--- src/rtl/clkgen_multi.sv ---
// clkgen_multi: NCH independent divided clocks, each with programmable period, high time
// and start phase. Config is double-buffered and taken up only at period boundaries.
module clkgen_multi #(
  parameter  int unsigned NCH = 2,
  parameter  int unsigned CW  = 16,
  localparam int unsigned CHW = (NCH > 1) ? $clog2(NCH) : 1
) (
  input  logic           clk,
  input  logic           rst,
  input  logic [NCH-1:0] en,
  input  logic           cfg_we,
  input  logic [CHW-1:0] cfg_ch,
  input  logic [CW-1:0]  cfg_period,
  input  logic [CW-1:0]  cfg_high,
  input  logic [CW-1:0]  cfg_phase,
  output logic [NCH-1:0] clk_out,
  output logic [NCH-1:0] tick,
  output logic [NCH-1:0] running
);

  typedef enum logic [1:0] {
    S_IDLE  = 2'd0,
    S_PHASE = 2'd1,
    S_RUN   = 2'd2
  } state_t;

  typedef struct packed {
    logic [CW-1:0] period;
    logic [CW-1:0] high;
    logic [CW-1:0] phase;
  } cfg_t;

  // Phase is consumed when the channel launches, so the running set keeps only P and H.
  typedef struct packed {
    logic [CW-1:0] period;
    logic [CW-1:0] high;
  } run_cfg_t;

  localparam cfg_t     CFG_RST = {CW'(2), CW'(1), CW'(0)};
  localparam run_cfg_t RUN_RST = {CW'(2), CW'(1)};

  cfg_t cfg_wr;
  assign cfg_wr = {cfg_period, cfg_high, cfg_phase};

  for (genvar i = 0; i < NCH; i++) begin : g_ch
    state_t        state_q, state_d;
    logic [CW-1:0] cnt_q, cnt_d;
    logic [CW-1:0] pcnt_q, pcnt_d;
    logic [CW-1:0] p_eff;
    cfg_t          staged_q, staged_d;
    run_cfg_t      active_q, active_d;
    logic          wr_hit;
    logic          clk_q, clk_d;
    logic          tick_q, tick_d;
    logic          run_q, run_d;

    assign wr_hit = cfg_we && (cfg_ch == CHW'(i));
    assign p_eff  = (active_q.period < CW'(2)) ? CW'(2) : active_q.period;

    // State, counters, config buffers and output registers.
    always_ff @(posedge clk) begin
      if (rst) begin
        state_q  <= S_IDLE;
        cnt_q    <= '0;
        pcnt_q   <= '0;
        staged_q <= CFG_RST;
        active_q <= RUN_RST;
        clk_q    <= 1'b0;
        tick_q   <= 1'b0;
        run_q    <= 1'b0;
      end else begin
        state_q  <= state_d;
        cnt_q    <= cnt_d;
        pcnt_q   <= pcnt_d;
        staged_q <= staged_d;
        active_q <= active_d;
        clk_q    <= clk_d;
        tick_q   <= tick_d;
        run_q    <= run_d;
      end
    end

    // Next state, counter and config transfer; outputs come from the present state.
    always_comb begin
      state_d  = state_q;
      cnt_d    = cnt_q;
      pcnt_d   = pcnt_q;
      active_d = active_q;
      staged_d = wr_hit ? cfg_wr : staged_q;
      clk_d    = (state_q == S_RUN) && (cnt_q < active_q.high);
      tick_d   = (state_q == S_RUN) && (cnt_q == '0) && (active_q.high != '0);
      run_d    = (state_q == S_RUN);

      case (state_q)
        S_IDLE: begin
          cnt_d    = '0;
          pcnt_d   = '0;
          active_d = {staged_q.period, staged_q.high};
          if (en[i]) begin
            if (staged_q.phase == '0) begin
              state_d = S_RUN;
            end else begin
              state_d = S_PHASE;
              pcnt_d  = staged_q.phase - CW'(1);
            end
          end
        end
        S_PHASE: begin
          if (pcnt_q == '0) begin
            state_d = S_RUN;
            cnt_d   = '0;
          end else begin
            pcnt_d = pcnt_q - CW'(1);
          end
        end
        S_RUN: begin
          // Wrap edge: the only point where a running channel picks up new config.
          if (cnt_q >= p_eff - CW'(1)) begin
            cnt_d    = '0;
            active_d = {staged_q.period, staged_q.high};
          end else begin
            cnt_d = cnt_q + CW'(1);
          end
        end
        default: begin
          state_d = S_IDLE;
          cnt_d   = '0;
          pcnt_d  = '0;
        end
      endcase

      if (!en[i]) begin
        state_d = S_IDLE;
        cnt_d   = '0;
        pcnt_d  = '0;
      end
    end

    assign clk_out[i] = clk_q;
    assign tick[i]    = tick_q;
    assign running[i] = run_q;
  end

endmodule

--- config.mk ---
export PLATFORM = sky130hd
export DESIGN_NAME = clkgen_multi
export DESIGN_NICKNAME = d
export VERILOG_FILES = /design/src/rtl/clkgen_multi.sv
export SDC_FILE = /design/constraint.sdc
export NUM_CORES = 1
export LEC_CHECK = 0
export CELL_PAD_IN_SITES_DETAIL_PLACEMENT = 1
export CELL_PAD_IN_SITES_GLOBAL_PLACEMENT = 2
export CORE_AREA = 2 2 224 171
export CTS_BUF_LIST = sky130_fd_sc_hd__clkbuf_16
export DETAILED_ROUTE_END_ITERATION = 8
export DIE_AREA = 0 0 226 173
export PLACE_DENSITY = 0.89
export SYNTH_ARGS = -nofsm -noshare
export SYNTH_HDL_FRONTEND = slang
export SYNTH_SLANG_ARGS = --single-unit
--- constraint.sdc ---
create_clock -name clk -period 5.3 [get_ports clk]
set_clock_uncertainty 0.05 [all_clocks]
set_input_delay 1.06 -clock clk [delete_from_list [all_inputs] [get_ports clk]]
set_output_delay 1.06 -clock clk [all_outputs]
set_load 0.01 [all_outputs]
==> results of run 1 <==
[logic make-up (layout without fill, tap and decap cells)]
logic type,Yosys count,count (layout),share of synthesized area (%)
AO/OA/AOI/OAI,310,310,15.9
XOR/XNOR,58,58,4.10
adder cells (fa/ha/maj),72,72,7.26
buffers and inverters,136,181,4.53
flip-flops,234,234,37.8
multiplexers,66,66,5.36
AND/OR/NAND/NOR,635,635,25.1
[where the power goes]
| part | leakage, nW | total (mW) | internal (mW) | switching (mW) |
|---|---|---|---|---|
| combinational | 3.37 | 0.909 | 0.386 | 0.523 |
| sequential | 1.91 | 1.94 | 1.84 | 0.0902 |
| clock | 0.406 | 1.80 | 1.02 | 0.781 |
[flip-flops by register name (all words and copies together) (netlist names)]
name and flops:
g_ch.cnt_q 32, g_ch.active_q 64, g_ch.pcnt_q 32, g_ch.state_q 4
g_ch.tick_q 2, g_ch.run_q 2, g_ch.clk_q 2, g_ch.staged_q 96
[layer usage]
layer  up-vias  GRT usage [%]  routed length (µm)
met2       162           28.3               15900
met4         0           3.70                 648
met1      5363           26.4               18400
met3        40           2.63                1270
met5         -              0                   0
li1       5378              -                   -
[layout make-up]
| cell class | count | area (µm²) |
|---|---|---|
| inverters | 53 | 199 |
| clock inverters | 19 | 151 |
| multi-input cells | 1141 | 7310 |
| flip-flops and latches | 234 | 4690 |
| well taps | 504 | 631 |
| clock buffers | 27 | 676 |
| fillers | 4380 | 22200 |
| repair buffers | 82 | 832 |
[worst max-delay path, delay by kind of cell, from the launching register on]
| kind | cells | cell delay (ns) |
|---|---|---|
| mux | 1 | 0.19 |
| xor+xnor | 1 | 0.08 |
| flops | 1 | 0.31 |
| fa+ha+maj | 2 | 0.45 |
| buf+inv | 2 | 0.35 |
| simple gates | 13 | 3.27 |
| compound gates | 1 | 0.32 |
[stage by stage]
stage | power [mW] | setup WS (ns) | setup TNS, ns | cells | util, %
after detailed placement | 2.83 | -0.0365 | -0.158 | 2004 | 36.6
after global routing | 4.88 | -0.0626 | -0.914 | 2060 | 39.5
after CTS | 4.65 | 0.0545 | 0 | 2050 | 38.9
after floorplan | 2.58 | 0.0956 | 0 | 1511 | -
after global placement | 2.80 | 0.170 | 0 | 2004 | 36.6
final | 4.64 | 0.107 | 0 | 2060 | 39.5
[worst max-delay path by stage]
stage / from / slack [ns] / end
after global routing: g_ch[0].active_q[23] / -0.06 / g_ch[0].active_q[27]
after detailed placement: g_ch[0].active_q[23] / -0.04 / g_ch[0].active_q[3]
after global placement: g_ch[0].active_q[23] / 0.17 / g_ch[0].active_q[14]
final: g_ch[0].active_q[23] / 0.11 / g_ch[0].active_q[26]
after CTS: g_ch[0].active_q[23] / 0.05 / g_ch[0].active_q[24]
after floorplan: g_ch[0].active_q[23] / 0.1 / g_ch[0].active_q[10]
[cell usage in the layout, fill, tap and decap left out, drive strengths merged, types with 7 or more instances in the layout]
cell type	synthesis	final
a21o	15	15
a22o	19	19
o22ai	17	17
clkbuf	61	29
nor2b	10	10
or3	16	16
o21ai	47	47
and3	8	8
inv	53	55
or4	13	13
nand2	255	255
nor2	95	95
xnor2	36	36
nand3	30	30
dfxtp	234	234
nand4	16	16
xor2	22	22
buf	22	22
a31oi	21	21
nor4	32	32
nand3b	11	11
o211ai	11	11
a21oi	130	130
a41oi	7	7
ha	72	72
clkdlybuf4s50	0	58
mux2i	63	63
clkinv	0	13
o32ai	7	7
nand2b	78	78
and2	8	8
nor3	43	43
[timing repair]
| action | in CTS | in global routing |
|---|---|---|
| gates cloned | 0 | 2 |
| resized for setup | 3 | 26 |
| setup buffers | 0 | 8 |
| pin swaps | 1 | 8 |
| endpoints found under the hold margin | 0 | 0 |
| endpoints found under the setup margin | 12 | 46 |
==> flow_metrics.py, run 1 <==
metrics = {
    "route": {
        "drc_errors": 0,
        "vias_per_cell": 5.31,
        "first_pass_iters": 5,
        "ant_nets": 0,
        "avgRoutedWirePerCell_um": 17.6,
        "vias": 10900,
        "wl_mm": 36.2,
        "drt_iter0_drc": 664,
    },
    "power": {
        "peakVddDrop_mv": 0.217,
        "p_per_area_nw_per_um2": 321,
        "p_leak_nw": 5.68,
    },
    "cts": {
        "cts_hold_repair.buffers": 0,
        "cts_max_level": 1,
        "clk_latency_ns": 0.55,
        "cts_sinks": 234,
        "clockRootBuffer": "clkbuf_16",
        "clockBufferDepth": 3,
        "cts.clk_slew.worst_paths_ns": 0.07,
        "cts_made_buffers": 26,
        "tritoncts": "done",
    },
    "setup_path": {
        "required_ns": 5.65,
        "reg2reg_slack_ns": 0.11,
        "cpMostUsedCell": "or3_4",
        "cp-start-kind": "register",
        "cp.arrival_ns": 5.54,
        "crit_path_top_delay_cell": "or4_4",
        "ff2ff_path_depth": 20,
        "path_class": "register to register",
        "endpoint_kind": "register",
        "max_stage_delay_ns": 0.48,
        "rr_startpoint": "g_ch[0].active_q[23]",
        "r2r_end": "g_ch[0].active_q[26]",
        "path_cells": "or3_4 > or4_4 > or4_4 > or2_4 > nand2_2 > ha_4 > nand2b_4 > or3_4 > or3_4 > nor3_4 > xnor2_1 > ha_1 > nand4_1 > nor3_2 > nor3_2 > a41oi_4 > buf_4 > clkbuf_16 > mux2i_1 > nor2_1",
        "cp_max_fo": 10,
    },
    "sta": {
        "hold_viol": 0,
        "period_minus_slack_ns": 5.19,
        "setup_violations": 0,
        "slew_headroom_pct": 26.5,
        "max_freq_ghz": 0.193,
        "maxSlewViolCount": 0,
        "holdWs_ns": 0.407,
        "fin_crit_sh_pct": 98.0,
        "worstMarginPinSlew_ns": 1.09,
    },
    "yosys": {
        "synth_ff_type": "dfxtp_1",
        "syn_area_per_cell_um2": 8.21,
        "synth_top_area_share_pct": 37.8,
        "netlist_area_um2": 12400,
        "synth_edf_count": 0,
        "ys_ff_latch": 234,
        "ys_seq_area_share_pct": 37.8,
        "synthTopCellsByCount": "nand2_1 (255), dfxtp_1 (234), a21oi_1 (130)",
        "synthArstFlopShare_pct": 0,
        "synthDistinctLibCells": 67,
        "syn_nets": 1637,
        "synthCells": 1511,
        "yosys-top-cells-area": "dfxtp_1 (38%), nand2_1 (7.7%), ha_1 (7.3%)",
        "synth_top_area_cell": "dfxtp_1",
        "synthMostInstantiatedCell": "nand2_1",
        "yosys_warnings": 0,
    },
    "layout": {
        "num_antenna_cells": 0,
        "final_area_um2": 14500,
        "final_layout_size_suffix_gt1_share_pct": 6.75,
        "area_delta_synth_final_pct": 16.8,
        "finalNetCount": 1664,
    },
    "flow_run": {
        "maxCapViolations": 0,
    },
    "placement": {
        "place.gp.congestion": 0.851,
        "place_area_um2": 13400,
        "dp_hpwl_mm": 25.7,
        "io_buffer_count": 59,
    },
    "global_routing": {
        "antenna_found_initial": 0,
        "grt_max_degree": 119,
        "grt_first_pass_wirelength_mm": 58.4,
        "grt_overflow": 0,
        "grt_pass1_vias": 11100,
        "grtUsageTotal_pct": 18.1,
    },
    "floorplanning": {
        "fp.dieArea_um2": 39100,
        "die_h_um": 173,
        "core_um2": 36700,
        "die_x_um": 226,
        "ios": 60,
        "num_rows": 61,
        "initial_core_util_pct": 33.8,
    },
    "worst_hold_path": {
        "min_to": "g_ch[1].staged_q[26]",
        "hold_path.startpoint": "g_ch[1].staged_q[26]",
        "hold_path_depth": 2,
        "hp-class": "register to register",
    },
    "outcome": {
        "outcome": "finished, final reports clean",
    },
}
Note: power is estimated with default switching activity, not from simulation.
==> run 2, diff against run 1 <==
CORE_AREA = 2 2 221 169   (was 2 2 224 171)
DIE_AREA = 0 0 223 171   (was 0 0 226 173)
DONT_BUFFER_PORTS = 1   (was not set)
PLACE_DENSITY = 0.87   (was 0.89)
==> run 2 against run 1 <==
Final cell count decreased by 4.8%; clock power rose by 2%; total power fell by 1.1%; critical path depth is the same; core utilization down 1.4 points; sequential cell count is the same; sequential power about the same; final area decreased by 4.8%; worst setup slack gained 0.052 ns; non-clock buffer count is 68 lower; critical path type unchanged.
==> flow_metrics.py, run 2 (synthesized netlist as in run 1, its figures left out) <==
metrics = {
    "floorplanning": {
        "initial_core_util_pct": 34.2,
        "fp.dieArea_um2": 38100,
        "die_h_um": 171,
        "num_rows": 61,
        "core_um2": 36300,
        "ios": 60,
        "die_x_um": 223,
    },
    "route": {
        "avgRoutedWirePerCell_um": 18.2,
        "wl_met2_mm": 15.8,
        "drt_iter0_drc": 627,
        "wl_mm": 35.8,
        "ant_nets": 0,
        "route.met3.wl_mm": 1.88,
        "dr.max_layer_used": "met4",
        "wl_met1_mm": 17.4,
        "vias": 10700,
        "vias_per_cell": 5.47,
        "drc_errors": 0,
        "first_pass_iters": 4,
    },
    "power": {
        "p_total_mw": 4.59,
        "p_sw_mw": 1.34,
        "p_per_area_nw_per_um2": 333,
        "p_leak_nw": 5.44,
        "pwr-share-seq_pct": 42.1,
        "switching_share_pct": 29.1,
        "p_comb_share_pct": 17.7,
        "clockPowerShare_pct": 40.1,
        "p_int_mw": 3.26,
        "peakVddDrop_mv": 0.199,
    },
    "cts": {
        "clockRootBuffer": "clkbuf_16",
        "cts.clk_slew.worst_paths_ns": 0.06,
        "tritoncts": "done",
        "cts_max_level": 1,
        "cts_made_buffers": 26,
        "clockBufferDepth": 3,
        "clk_latency_ns": 0.54,
        "cts_hold_repair.buffers": 0,
        "cts_sinks": 234,
    },
    "sta": {
        "slew_headroom_pct": 27.5,
        "setup_violations": 0,
        "period_minus_slack_ns": 5.14,
        "hold_viol": 0,
        "holdWs_ns": 0.405,
        "worstMarginPinSlew_ns": 1.09,
        "fin_tns_setup_ns": 0,
        "fin_crit_sh_pct": 97.0,
        "maxSlewViolCount": 0,
        "max_freq_ghz": 0.195,
    },
    "layout": {
        "regArea_um2": 4690,
        "regMostFlops": "g_ch.staged_q",
        "final_common_cell": "nand2_1",
        "area_delta_synth_final_pct": 11.2,
        "nFillCells": 4277,
        "reg_top3": "g_ch.staged_q (96), g_ch.active_q (64)",
        "multi_input_area_um2": 7280,
        "final_layout_size_suffix_gt1_share_pct": 6.31,
        "num_antenna_cells": 0,
        "mostFrequentLayoutCells": "nand2_1 (254), dfxtp_1 (232), a21oi_1 (129)",
        "finalNetCount": 1596,
        "final_area_um2": 13800,
        "largest_register_ffs": 96,
    },
    "setup_path": {
        "cp.arrival_ns": 5.51,
        "cp_num_buf_inv": 2,
        "required_ns": 5.67,
        "path_cells": "or3_4 > or4_4 > or4_1 > or2_4 > nand2_1 > ha_2 > nand2b_1 > or3_4 > or3_4 > nor3_2 > xnor2_1 > ha_1 > nand4_1 > nor2_2 > nand4b_1 > a41oi_4 > buf_12 > clkbuf_16 > mux2i_1 > nor2_1",
        "cp_top_family": "simple AND/OR/NAND/NOR gates",
        "path_class": "register to register",
        "crit_path_top_delay_cell": "or4_4",
        "endpoint_kind": "register",
        "max_stage_delay_ns": 0.44,
        "cp_max_fo": 14,
        "cpMostUsedCell": "or3_4",
        "cp-start-kind": "register",
    },
    "global_routing": {
        "antenna_found_initial": 0,
        "grt_first_pass_wirelength_mm": 57.9,
        "grt_overflow": 0,
        "grt_max_degree": 203,
        "grt_pass1_vias": 10900,
        "grtUsageTotal_pct": 18.6,
    },
    "placement": {
        "io_buffer_count": 0,
        "place_area_um2": 12800,
        "place.gp.congestion": 0.851,
        "dp_hpwl_mm": 25.7,
    },
    "flow_run": {
        "maxCapViolations": 0,
    },
    "outcome": {
        "outcome": "finished, final reports clean",
    },
    "worst_hold_path": {
        "hp-class": "register to register",
    },
}
==> run 2: changes by cell type in the layout (fill, tap and decap cells not counted), sizes merged <==
cell,change
inv,+3
clkdlybuf4s50,-58
clkinvlp,-2
buf,-10
bufinv,+1
==> run 2: layer usage <==
layer  track usage [%]  vias up
met3              4.17       42
met1              25.1     5273
met4              4.11        0
met2              30.4      164
met5                 0        -
li1                  -     5253
==> run 2: layout make-up <==
class                           instances  area share (%)
Multi-Input combinational cell       1141            52.8
Tap cell                              472            4.28
Sequential cell                       234            34.0
Inverter                               53            1.44
Timing Repair Buffer                   14            1.32
Clock buffer                           27            4.90
Clock inverter                         21            1.29
==> run 2: stage by stage <==
| step | setup WS (ns) | instances | utilization (%) |
|---|---|---|---|
| after detailed placement | 0.0627 | 1911 | 35.3 |
| after global routing | -0.0451 | 1962 | 38.0 |
| after CTS | 0.0530 | 1959 | 37.6 |
| final | 0.160 | 1962 | 38.0 |
| after global placement | 0.212 | 1911 | 35.3 |
| after floorplan | 0.0956 | 1511 | - |
==> run 2: repair_timing <==
item / CTS / global route
buffers inserted: 0 / 1
endpoints found under the hold margin: 0 / 0
setup endpoints to repair: 0 / 45
gates resized for setup: 0 / 18
==> run 2: final timing paths <==
path | startpoint | to | slack, ns | depth (start not counted)
worst max-delay path | g_ch[0].active_q[26] | g_ch[0].active_q[26] | 0.16 | 20
worst min register to register | g_ch[0].staged_q[30] | g_ch[0].staged_q[30] | 0.41 | 2
worst max register to register | g_ch[0].active_q[26] | g_ch[0].active_q[26] | 0.16 | 20
worst min-delay path | g_ch[0].staged_q[30] | g_ch[0].staged_q[30] | 0.41 | 2
==> run 2: worst register-to-register path, stage by stage (launching register included) <==
cell	delay [ns]
dfxtp_2	0.36
or3_4	0.41
or4_4	0.44
or4_1	0.44
or2_4	0.26
nand2_1	0.10
ha_2	0.19
nand2b_1	0.10
or3_4	0.35
or3_4	0.37
nor3_2	0.13
xnor2_1	0.10
ha_1	0.29
nand4_1	0.16
nor2_2	0.16
nand4b_1	0.25
a41oi_4	0.28
buf_12	0.15
clkbuf_16	0.18
mux2i_1	0.20
nor2_1	0.05
==> run 2: power groups by stage <==
| stage | clock network (mW) | logic [mW] | registers (mW) |
|---|---|---|---|
| floorplan | 0 | 0.646 | 1.94 |
| global placement | 0 | 0.757 | 1.97 |
| detailed placement | 0 | 0.784 | 1.97 |
| CTS | 1.90 | 0.789 | 1.93 |
| global route | 1.96 | 0.910 | 1.95 |
| finish | 1.84 | 0.815 | 1.94 |
==> run 3, diff against run 2 <==
CORE_AREA = 2 2 261 198   (was 2 2 221 169)
DIE_AREA = 0 0 263 200   (was 0 0 223 171)
DONT_BUFFER_PORTS = not set   (was 1)
PLACE_DENSITY = 0.72   (was 0.87)
RECOVER_POWER = 100   (was not set)
==> run 3 against run 2 <==
The flow now finishes with violations (max-capacitance violations, max-slew violations); final area up 5.9%; clock-buffer cell count unchanged; first-iteration DRC count up 11%; wire length up 7.3%; fmax up 0.88%; critical path depth unchanged; total power up 0.16%; die area up 38%; sequential power about the same.
==> flow_metrics.py, run 3 (synthesized netlist as in run 1, its figures left out) <==
metrics = {
    "outcome": {
        "violations": "max-capacitance violations, max-slew violations",
        "outcome": "finished, violations left",
    },
    "route": {
        "avgRoutedWirePerCell_um": 17.3,
        "drc_errors": 0,
        "first_pass_iters": 4,
        "vias_per_cell": 4.97,
        "wl_mm": 38.4,
        "vias": 11000,
        "ant_nets": 0,
        "drt_iter0_drc": 696,
    },
    "floorplanning": {
        "ios": 60,
        "core_um2": 49900,
        "fp.dieArea_um2": 52600,
        "num_rows": 71,
        "die_h_um": 200,
        "die_x_um": 263,
        "initial_core_util_pct": 24.8,
    },
    "power": {
        "p_sw_mw": 1.37,
        "p_leak_nw": 5.71,
        "clockPowerShare_pct": 38.6,
        "p_per_area_nw_per_um2": 315,
        "pwr-share-seq_pct": 42.1,
        "p_total_mw": 4.60,
        "p_int_mw": 3.23,
        "switching_share_pct": 29.8,
        "peakVddDrop_mv": 0.167,
        "p_comb_share_pct": 19.3,
    },
    "setup_path": {
        "required_ns": 5.64,
        "path_class": "register to register",
        "endpoint_kind": "register",
        "reg2reg_slack_ns": 0.20,
        "r2r_end": "g_ch[0].active_q[30]",
        "ff2ff_path_depth": 20,
        "rr_startpoint": "g_ch[0].active_q[23]",
        "cp_max_fo": 14,
        "cp.arrival_ns": 5.44,
        "cp-start-kind": "register",
    },
    "layout": {
        "final_common_cell": "nand2_1",
        "regMostFlops": "g_ch.staged_q",
        "final_layout_size_suffix_gt1_share_pct": 5.97,
        "nFillCells": 5975,
        "final_util_pct": 29.3,
        "regArea_um2": 4690,
        "largest_register_ffs": 96,
        "final_area_um2": 14600,
        "stdcell_count": 2216,
        "mostFrequentLayoutCells": "nand2_1 (253), dfxtp_1 (233), a21oi_1 (129)",
        "reg_top3": "g_ch.staged_q (96), g_ch.active_q (64)",
        "finalNetCount": 1666,
        "area_delta_synth_final_pct": 17.7,
        "multi_input_area_um2": 7250,
    },
    "global_routing": {
        "grt_overflow": 0,
        "grt_first_pass_wirelength_mm": 61.2,
        "grtUsageTotal_pct": 14.3,
        "grt_max_degree": 118,
        "antenna_found_initial": 1,
        "grt_pass1_vias": 11000,
    },
    "worst_hold_path": {
        "min_to": "g_ch[0].staged_q[31]",
        "hold_path_depth": 2,
        "hold_path.startpoint": "g_ch[0].staged_q[31]",
        "hp-class": "register to register",
    },
    "placement": {
        "dp_hpwl_mm": 27.7,
        "io_buffer_count": 59,
        "placed_cells": 2159,
        "place.gp.congestion": 0.831,
        "place_area_um2": 13600,
    },
    "cts": {
        "cts_sinks": 234,
        "cts_made_buffers": 26,
        "cts_max_level": 1,
        "clockBufferDepth": 3,
        "tritoncts": "done",
        "cts.clk_slew.worst_paths_ns": 0.06,
        "cts_hold_repair.buffers": 0,
        "clockRootBuffer": "clkbuf_16",
        "clk_latency_ns": 0.55,
    },
    "sta": {
        "worstMarginPinSlew_ns": 2.74,
        "period_minus_slack_ns": 5.10,
        "maxSlewViolCount": 128,
        "setup_violations": 0,
        "holdWs_ns": 0.405,
        "fin_crit_sh_pct": 96.1,
        "max_freq_ghz": 0.196,
        "slew_headroom_pct": -84.8,
        "hold_viol": 0,
    },
    "flow_run": {
        "maxCapViolations": 4,
    },
}
-- run 3: how the worst max path moves through the flow --
stage               depth (start not counted)                  from  slack [ns]                    to
CTS                                        19  g_ch[0].active_q[23]       0.002  g_ch[0].active_q[27]
global placement                           19  g_ch[0].active_q[23]        0.14  g_ch[0].active_q[28]
detailed placement                         19  g_ch[0].active_q[23]       -0.05  g_ch[0].active_q[27]
global route                               20  g_ch[0].active_q[23]      -0.006  g_ch[0].active_q[29]
finish                                     20  g_ch[0].active_q[23]        0.20  g_ch[0].active_q[30]
floorplan                                  19  g_ch[0].active_q[23]         0.1  g_ch[0].active_q[10]
-- run 3: critical path: stages, from the launching register on --
cell and delay (ns):
dfxtp_1 0.32, or3_4 0.39, or4_4 0.49, or4_4 0.42, or2_4 0.26, nand2_4 0.09
ha_4 0.14, nand2b_4 0.06, or3_4 0.33, or3_4 0.44, nor3_4 0.16, xnor2_2 0.08
ha_1 0.28, nand4_1 0.18, o21bai_1 0.30, nor3_2 0.11, a41oi_4 0.26, buf_12 0.16
clkbuf_16 0.18, mux2i_1 0.18, nor2_1 0.05
-- run 3: per-layer routing --
metal  vias up  wire [µm]  share of wire [%]  track usage [%]
li1       5388          -                  -                -
met1      5427      20400                 53             21.4
met2       159      16000                 42             21.8
met3        43       1260                3.3             2.00
met4         0        686                1.8             2.86
met5         -          0                  0                0
-- run 3: repair_timing --
action	in CTS	in global routing
gates cloned	0	2
endpoints found under the setup margin	25	48
pin swaps	1	7
buffers inserted	1	7
endpoints found under the hold margin	0	0
gates resized for setup	1	26
-- run 3: final cells by class --
cell class | count | area share (%)
repair buffers | 84 | 5.77
flip-flops and latches | 234 | 32.1
well taps | 657 | 5.63
inverters | 53 | 1.36
multi-input cells | 1141 | 49.6
clock buffers | 27 | 4.63
clock inverters | 19 | 0.900
diodes | 1 | 0.0171
-- run 3: stage by stage --
stage	setup slack (ns)	TNS [ns]
global placement	0.141	0
detailed placement	-0.0544	-0.626
finish	0.204	0
floorplan	0.0956	0
CTS	0.00228	0
global route	-0.00633	-0.0201
-- run 3: power by group through the flow --
stage                     sequential (mW)  combinational (mW)  clock, mW
after floorplan                      1.94               0.646          0
after global placement               1.97               0.854          0
after detailed placement             1.97               0.871          0
after CTS                            1.94               0.880       1.84
after global routing                 1.95               0.988       1.90
final                                1.94               0.888       1.78
==> RTL edit 1 (flow settings as in run 3) <==
Re-encode `state_t` (3 states) as one-hot, 3 bits wide.
--- a/src/rtl/clkgen_multi.sv
+++ b/src/rtl/clkgen_multi.sv
@@ -19,8 +19,8 @@
 );
 
-  typedef enum logic [1:0] {
-    S_IDLE  = 2'd0,
-    S_PHASE = 2'd1,
-    S_RUN   = 2'd2
+  typedef enum logic [2:0] {
+    S_IDLE  = 3'b001,
+    S_PHASE = 3'b010,
+    S_RUN   = 3'b100
   } state_t;
 
Behaviour: no difference found for any inputs over 4 cycles, from zero or initial values and one cycle with rst high; so few cycles prove little.
==> RTL edit 1 against run 3 <==
The run still ends with max-capacitance violations, max-slew violations left. Sequential share of layout area fell by 1.0 points. Synthesized area is 4.7% higher. Die area unchanged. Critical path depth down 1. Count of clock-buffer cells in the layout unchanged. Cell area grew 4.2%. Sequential cell count increased by 2. Wire length up 5.0%. Fmax increased by 2.7%. Total power fell by 0.20%. Global-route usage increased by 1.0 points. Setup slack improved by 130 ps. Critical endpoint is now g_ch[0].cnt_q[13]$_SDFFE_PP0P_. Largest power group unchanged.
==> RTL edit 1: results (changes against run 3) <==
Parameter                              Value

Flow run
  Max-cap violations ... 4 (unchanged)

STA
  Fin. max-slew vios ... 179 (+40%)
  Highest achievable clock rate ... 0.202 GHz (+2.7%)
  Worst-margin pin slew ... 3490 ps (+754 ps)

Critical path
  FF-to-FF setup slack ... 340 ps (+130 ps)
  Maximum fanout along the worst path ... 4 (-10)
  Data arrival time of the critical path ... 5370 ps (-70 ps)

Clock network
  Total CTS buffers ... 27 (+3.8%)

Placement
  Global placement routability congestion ... 0.796 (-4.1%)

Detailed routing
  Detailed router's first-iteration violation count ... 701 (+0.72%)
  Total Wirelength ... 40.3 mm (+5.0%)

Finish
  Signed area change from the synthesized netlist to the final layout ... 17.3%
  Fraction of layout instances using a drive strength above 1 ... 0.0617 (+0.00205)
  Final-layout fill cell count ... 5907 (-1.1%)
  Nets@finish ... 1759 (+5.6%)

Outcome
  Run status ... finished, violations left
  Failing checks ... max-capacitance violations, max-slew violations

Power and ir drop
  NetSw ... 1.34 mW (-2.5%)
  Standby leakage power ... 5.37 nW (-5.8%)

Global routing
  Largest net degree at the start of global routing ... 97 (-18%)
  First-pass GRT wire length ... 66.0 mm (+7.9%)
  Antenna violations before repair ... 4 (+3)

Logic synthesis
  Share of the yosys chip area belonging to registers ... 0.364 (-0.0137)
  Top area cells in the synthesized netlist ... sky130_fd_sc_hd__dfxtp_1 (36%), sky130_fd_sc_hd__nand2_1 (7.7%), sky130_fd_sc_hd__ha_1 (6.9%), sky130_fd_sc_hd__a21oi_1 (5.5%), sky130_fd_sc_hd__xnor2_1 (4.3%)
  Synth cell types ... 73 (+9.0%)
  Synthesized Nets ... 1739 (+6.2%)
## RTL edit 1: changes by cell type after synthesis, sizes merged, moves of 18 or more
cell and delta:
mux2i -30, a22oi +39, o2bb2ai +31, a31oi -18, o22ai +33, a22o -19
xnor2 +27
## RTL edit 1: worst min-delay path by stage
stage / startpoint / endpoint / slack (ps) / cells past startpoint
global route: g_ch[1].staged_q[32]$_SDFFE_PP0P_ / g_ch[1].staged_q[32]$_SDFFE_PP0P_ / 430 / 2
detailed placement: g_ch[1].staged_q[32]$_SDFFE_PP0P_ / g_ch[1].staged_q[32]$_SDFFE_PP0P_ / 400 / 2
global placement: g_ch[1].staged_q[25]$_SDFFE_PP0P_ / g_ch[1].staged_q[25]$_SDFFE_PP0P_ / 400 / 2
CTS: g_ch[1].staged_q[32]$_SDFFE_PP0P_ / g_ch[1].staged_q[32]$_SDFFE_PP0P_ / 410 / 2
floorplan: g_ch[1].staged_q[17]$_SDFFE_PP0P_ / g_ch[1].staged_q[17]$_SDFFE_PP0P_ / 390 / 2
finish: g_ch[1].staged_q[47]$_SDFFE_PP0P_ / g_ch[1].staged_q[47]$_SDFFE_PP0P_ / 410 / 2
## RTL edit 1: cell families (layout without fill, tap and decap cells)
family | count (synthesis) | in the layout | synth area share
AOI/OAI and AO/OA | 375 | 375 | 0.188
and+or+nand+nor | 646 | 646 | 0.245
adders and majority gates | 72 | 72 | 0.0694
DFF | 236 | 236 | 0.364
buffers and inverters | 169 | 208 | 0.0525
muxes | 33 | 33 | 0.0254
other | 0 | 5 | 0
xor gates and xnor gates | 82 | 82 | 0.0553
## RTL edit 1: power by group through the flow
stage	logic (mW)	clock network (mW)	registers, mW
after floorplan	0.592	0	1.94
after global placement	0.791	0	1.96
after detailed placement	0.812	0	1.96
after CTS	0.821	1.90	1.92
after global routing	0.933	1.98	1.94
final	0.830	1.84	1.92
## RTL edit 1: per-layer routing
layer	track usage	part of all wire	routed length [um]	vias to the layer above
met3	0.0281	0.038	1540	39
li1	-	-	-	5743
met1	0.228	0.53	21400	5825
met5	0	0.00032	13	-
met2	0.231	0.42	16800	137
met4	0.0277	0.015	611	2
## RTL edit 1: worst max-delay path: cells and delay by family, from the launching register on
family | cells | cell delay [ps]
fa+ha+maj | 2 | 500
simple gates | 13 | 3150
compound gates | 2 | 530
buf+inv | 1 | 170
xor+xnor | 1 | 150
flops | 1 | 310
## RTL edit 1: final cells by class
type / instances / area share
multi-input cells: 1208 / 0.506
flip-flops and latches: 236 / 0.310
repair buffers: 92 / 0.0565
well taps: 657 / 0.0540
clock buffers: 27 / 0.0444
inverters: 68 / 0.0168
clock inverters: 21 / 0.0111
diodes: 5 / 0.000822
## RTL edit 1: what timing repair did
item                       CTS  global route
setup endpoints to repair   44            96
setup buffers                1             2
pin swaps                    1             4
gates resized for setup      2            21
==> RTL edit 2 (config.mk and constraints of run 3) <==
Without the edit above. Change the parameter `CW` from 16 to 15.
--- a/src/rtl/clkgen_multi.sv
+++ b/src/rtl/clkgen_multi.sv
@@ -3,5 +3,5 @@
 module clkgen_multi #(
   parameter  int unsigned NCH = 2,
-  parameter  int unsigned CW  = 16,
+  parameter  int unsigned CW  = 15,
   localparam int unsigned CHW = (NCH > 1) ? $clog2(NCH) : 1
 ) (
Ports: changed (resized cfg_high, cfg_period and cfg_phase); port bits go from 60 to 57. No check against the original RTL was run, so the function may have changed too.
==> RTL edit 2 against run 3 <==
The flow still finishes with violations (max-capacitance violations, max-slew violations). Cell area decreased by 7.9%. Wire length decreased by 9.0%. Total power decreased by 8.2%. Sequential power decreased by 6%. Setup slack got worse by 89 ps. Sequential cell count decreased by 14. Via count decreased by 9.4%. Sequential share of layout area increased by 0.67 points. Synthesized area decreased by 8.7%. Core utilization decreased by 2.3 points. Critical path type unchanged. Critical endpoint is now g_ch[0].active_q[17]$_SDFFE_PP0P_. Largest cell class unchanged. Largest power group unchanged.
==> RTL edit 2: results (changes against run 3) <==
Parameter                              Value

Outcome
  Run status ... finished, violations left
  Failing checks ... max-capacitance violations, max-slew violations

Clock network
  CTS HTree Levels ... 1 (unchanged)
  Clock root buffer ... sky130_fd_sc_hd__clkbuf_16
  Total CTS buffers ... 24 (-7.7%)
  Maximum buffer depth of the clock tree ... 3 (unchanged)
  Later-pin clock latency in the skew report ... 530 ps (-20 ps)
  Clock slew at reported path FFs ... 60 ps (about the same)

Global routing
  Antenna violations before repair ... 2 (+1)
  Vias in the first global route ... 10190 (-7.4%)
  Largest net degree at the start of global routing ... 86 (-27%)
  Global routing usage summed across all routing layers ... 0.132 (-0.0110)
  First-pass GRT wire length ... 56.6 mm (-7.6%)

Detailed routing
  Number of optimization iterations in the first detailed-route pass ... 4 (unchanged)
  Detailed router's first-iteration violation count ... 562 (-19%)
  Total Wirelength ... 34.9 mm (-9.0%)
  DR vias/cell ... 4.74 (-4.7%)

STA
  Fin. max-slew vios ... 106 (-17%)
  Worst-margin pin slew ... 3320 ps (+579 ps)
  Final total negative setup slack ... 0 ps (unchanged)

Critical path
  Maximum fanout along the worst path ... 8 (-6)
  Crit path max-delay cell type ... sky130_fd_sc_hd__or4_4
  Data arrival time of the critical path ... 5510 ps (+70 ps)
  Number of cells on the worst reg-to-reg path ... 19 (-5.0%)
  Kind of cell with the highest combined delay on the critical path ... simple AND/OR/NAND/NOR gates
  CP peak stage delay ... 450 ps (-40 ps)

Worst hold path
  Type of the most critical hold path ... reg -> reg
  Hold Crit Depth ... 2 (unchanged)

Logic synthesis
  Synthesized Nets ... 1513 (-7.6%)
  Commonest cells in the netlist ... sky130_fd_sc_hd__nand2_1 (247), sky130_fd_sc_hd__dfxtp_1 (220), sky130_fd_sc_hd__a21oi_1 (130), sky130_fd_sc_hd__nor2_1 (130), sky130_fd_sc_hd__ha_1 (69)
  Top area cells in the synthesized netlist ... sky130_fd_sc_hd__dfxtp_1 (39%), sky130_fd_sc_hd__nand2_1 (8.2%), sky130_fd_sc_hd__ha_1 (7.6%), sky130_fd_sc_hd__a21oi_1 (5.7%), sky130_fd_sc_hd__mux2i_1 (5.2%)
  Synth cell types ... 65 (-3.0%)
  Share of the yosys chip area belonging to registers ... 0.389 (+0.0113)
  Fraction of registers with async set/reset ... 0 (unchanged)
  Syn. warnings ... 0 (unchanged)
  Most used DFF post-synth ... sky130_fd_sc_hd__dfxtp_1

Finish
  Nets@finish ... 1553 (-6.8%)
  Registers with the most flip-flops ... g_ch.staged_q (90), g_ch.active_q (60)
  Count of inserted antenna diode cells ... 0 (-1)
  Fraction of layout instances using a drive strength above 1 ... 0.0579 (-0.00176)

Power and ir drop
  Standby leakage power ... 5.35 nW (-6.3%)
  IR Drop Worst-Case VDD ... 0.199 mV (+19%)

Flow run
  Max-cap violations ... 3 (-1)

Placement
  Post-DP HPWL ... 25.6 mm (-7.4%)
  Post-Place Worst Slack ... -96.0 ps (-41.6 ps)
  Global placement routability congestion ... 0.807 (-2.9%)
  Port buffer count ... 56 (-5.1%)
## RTL edit 2: per-stage QoR
stage	instances	cell area, um^2	hold WS, ps	total power [mW]	util
detailed placement	2056	12600	400	2.67	0.253
global placement	2056	12600	397	2.64	0.253
global route	2107	13500	424	4.46	0.269
floorplan	1393	11300	386	2.41	-
finish	2107	13500	405	4.22	0.269
CTS	2100	13400	408	4.28	0.268
## RTL edit 2: path summary, 6_finish.rpt
check	from	end	slack, ps
min reg2reg	g_ch[0].staged_q[22]$_SDFFE_PP0P_	g_ch[0].staged_q[22]$_SDFFE_PP0P_	410
max	g_ch[0].active_q[19]$_SDFFE_PP0P_	g_ch[0].active_q[17]$_SDFFE_PP0P_	120
min	g_ch[0].staged_q[22]$_SDFFE_PP0P_	g_ch[0].staged_q[22]$_SDFFE_PP0P_	410
max reg2reg	g_ch[0].active_q[19]$_SDFFE_PP0P_	g_ch[0].active_q[17]$_SDFFE_PP0P_	120
## RTL edit 2: report_power, final
part / switching [mW] / internal, mW
combinational: 0.486 / 0.356
clock: 0.706 / 0.848
sequential: 0.0910 / 1.73
## RTL edit 2: layout make-up
type	instances	area, um^2
clock buffers	25	626
clock inverters	18	78.8
fillers	5924	36500
inverters	57	214
multi-input cells	1048	6500
flip-flops and latches	220	4410
well taps	657	822
repair buffers	82	805
## RTL edit 2: timing repair
item,CTS,global route
pin swaps,1,4
cloned,1,1
setup endpoints to repair,33,40
setup buffers,0,6
resized for setup,4,14
## RTL edit 2: logic make-up (layout without fill, tap and decap cells)
family,after synthesis,in the layout,share of synthesized area
and+or+nand+nor,577,577,0.239
buffers and inverters,125,182,0.0446
adders and majority gates,69,69,0.0763
DFF,220,220,0.389
muxes,59,59,0.0522
AOI/OAI and AO/OA,277,277,0.148
xor gates and xnor gates,66,66,0.0511
## RTL edit 2: routing by layer
metal	vias up	global-route usage	routed length, um
li1	4947	-	-
met5	-	0	10
met2	139	0.190	13700
met1	4859	0.204	19400
met4	2	0.0243	574
met3	38	0.0224	1310
## RTL edit 2: worst min-delay path: cells and delay by family, from the launching register on
kind	cells	cell delay [ps]
AO/OA/AOI/OAI	1	50
flip-flops	1	310
AND/OR/NAND/NOR	1	50
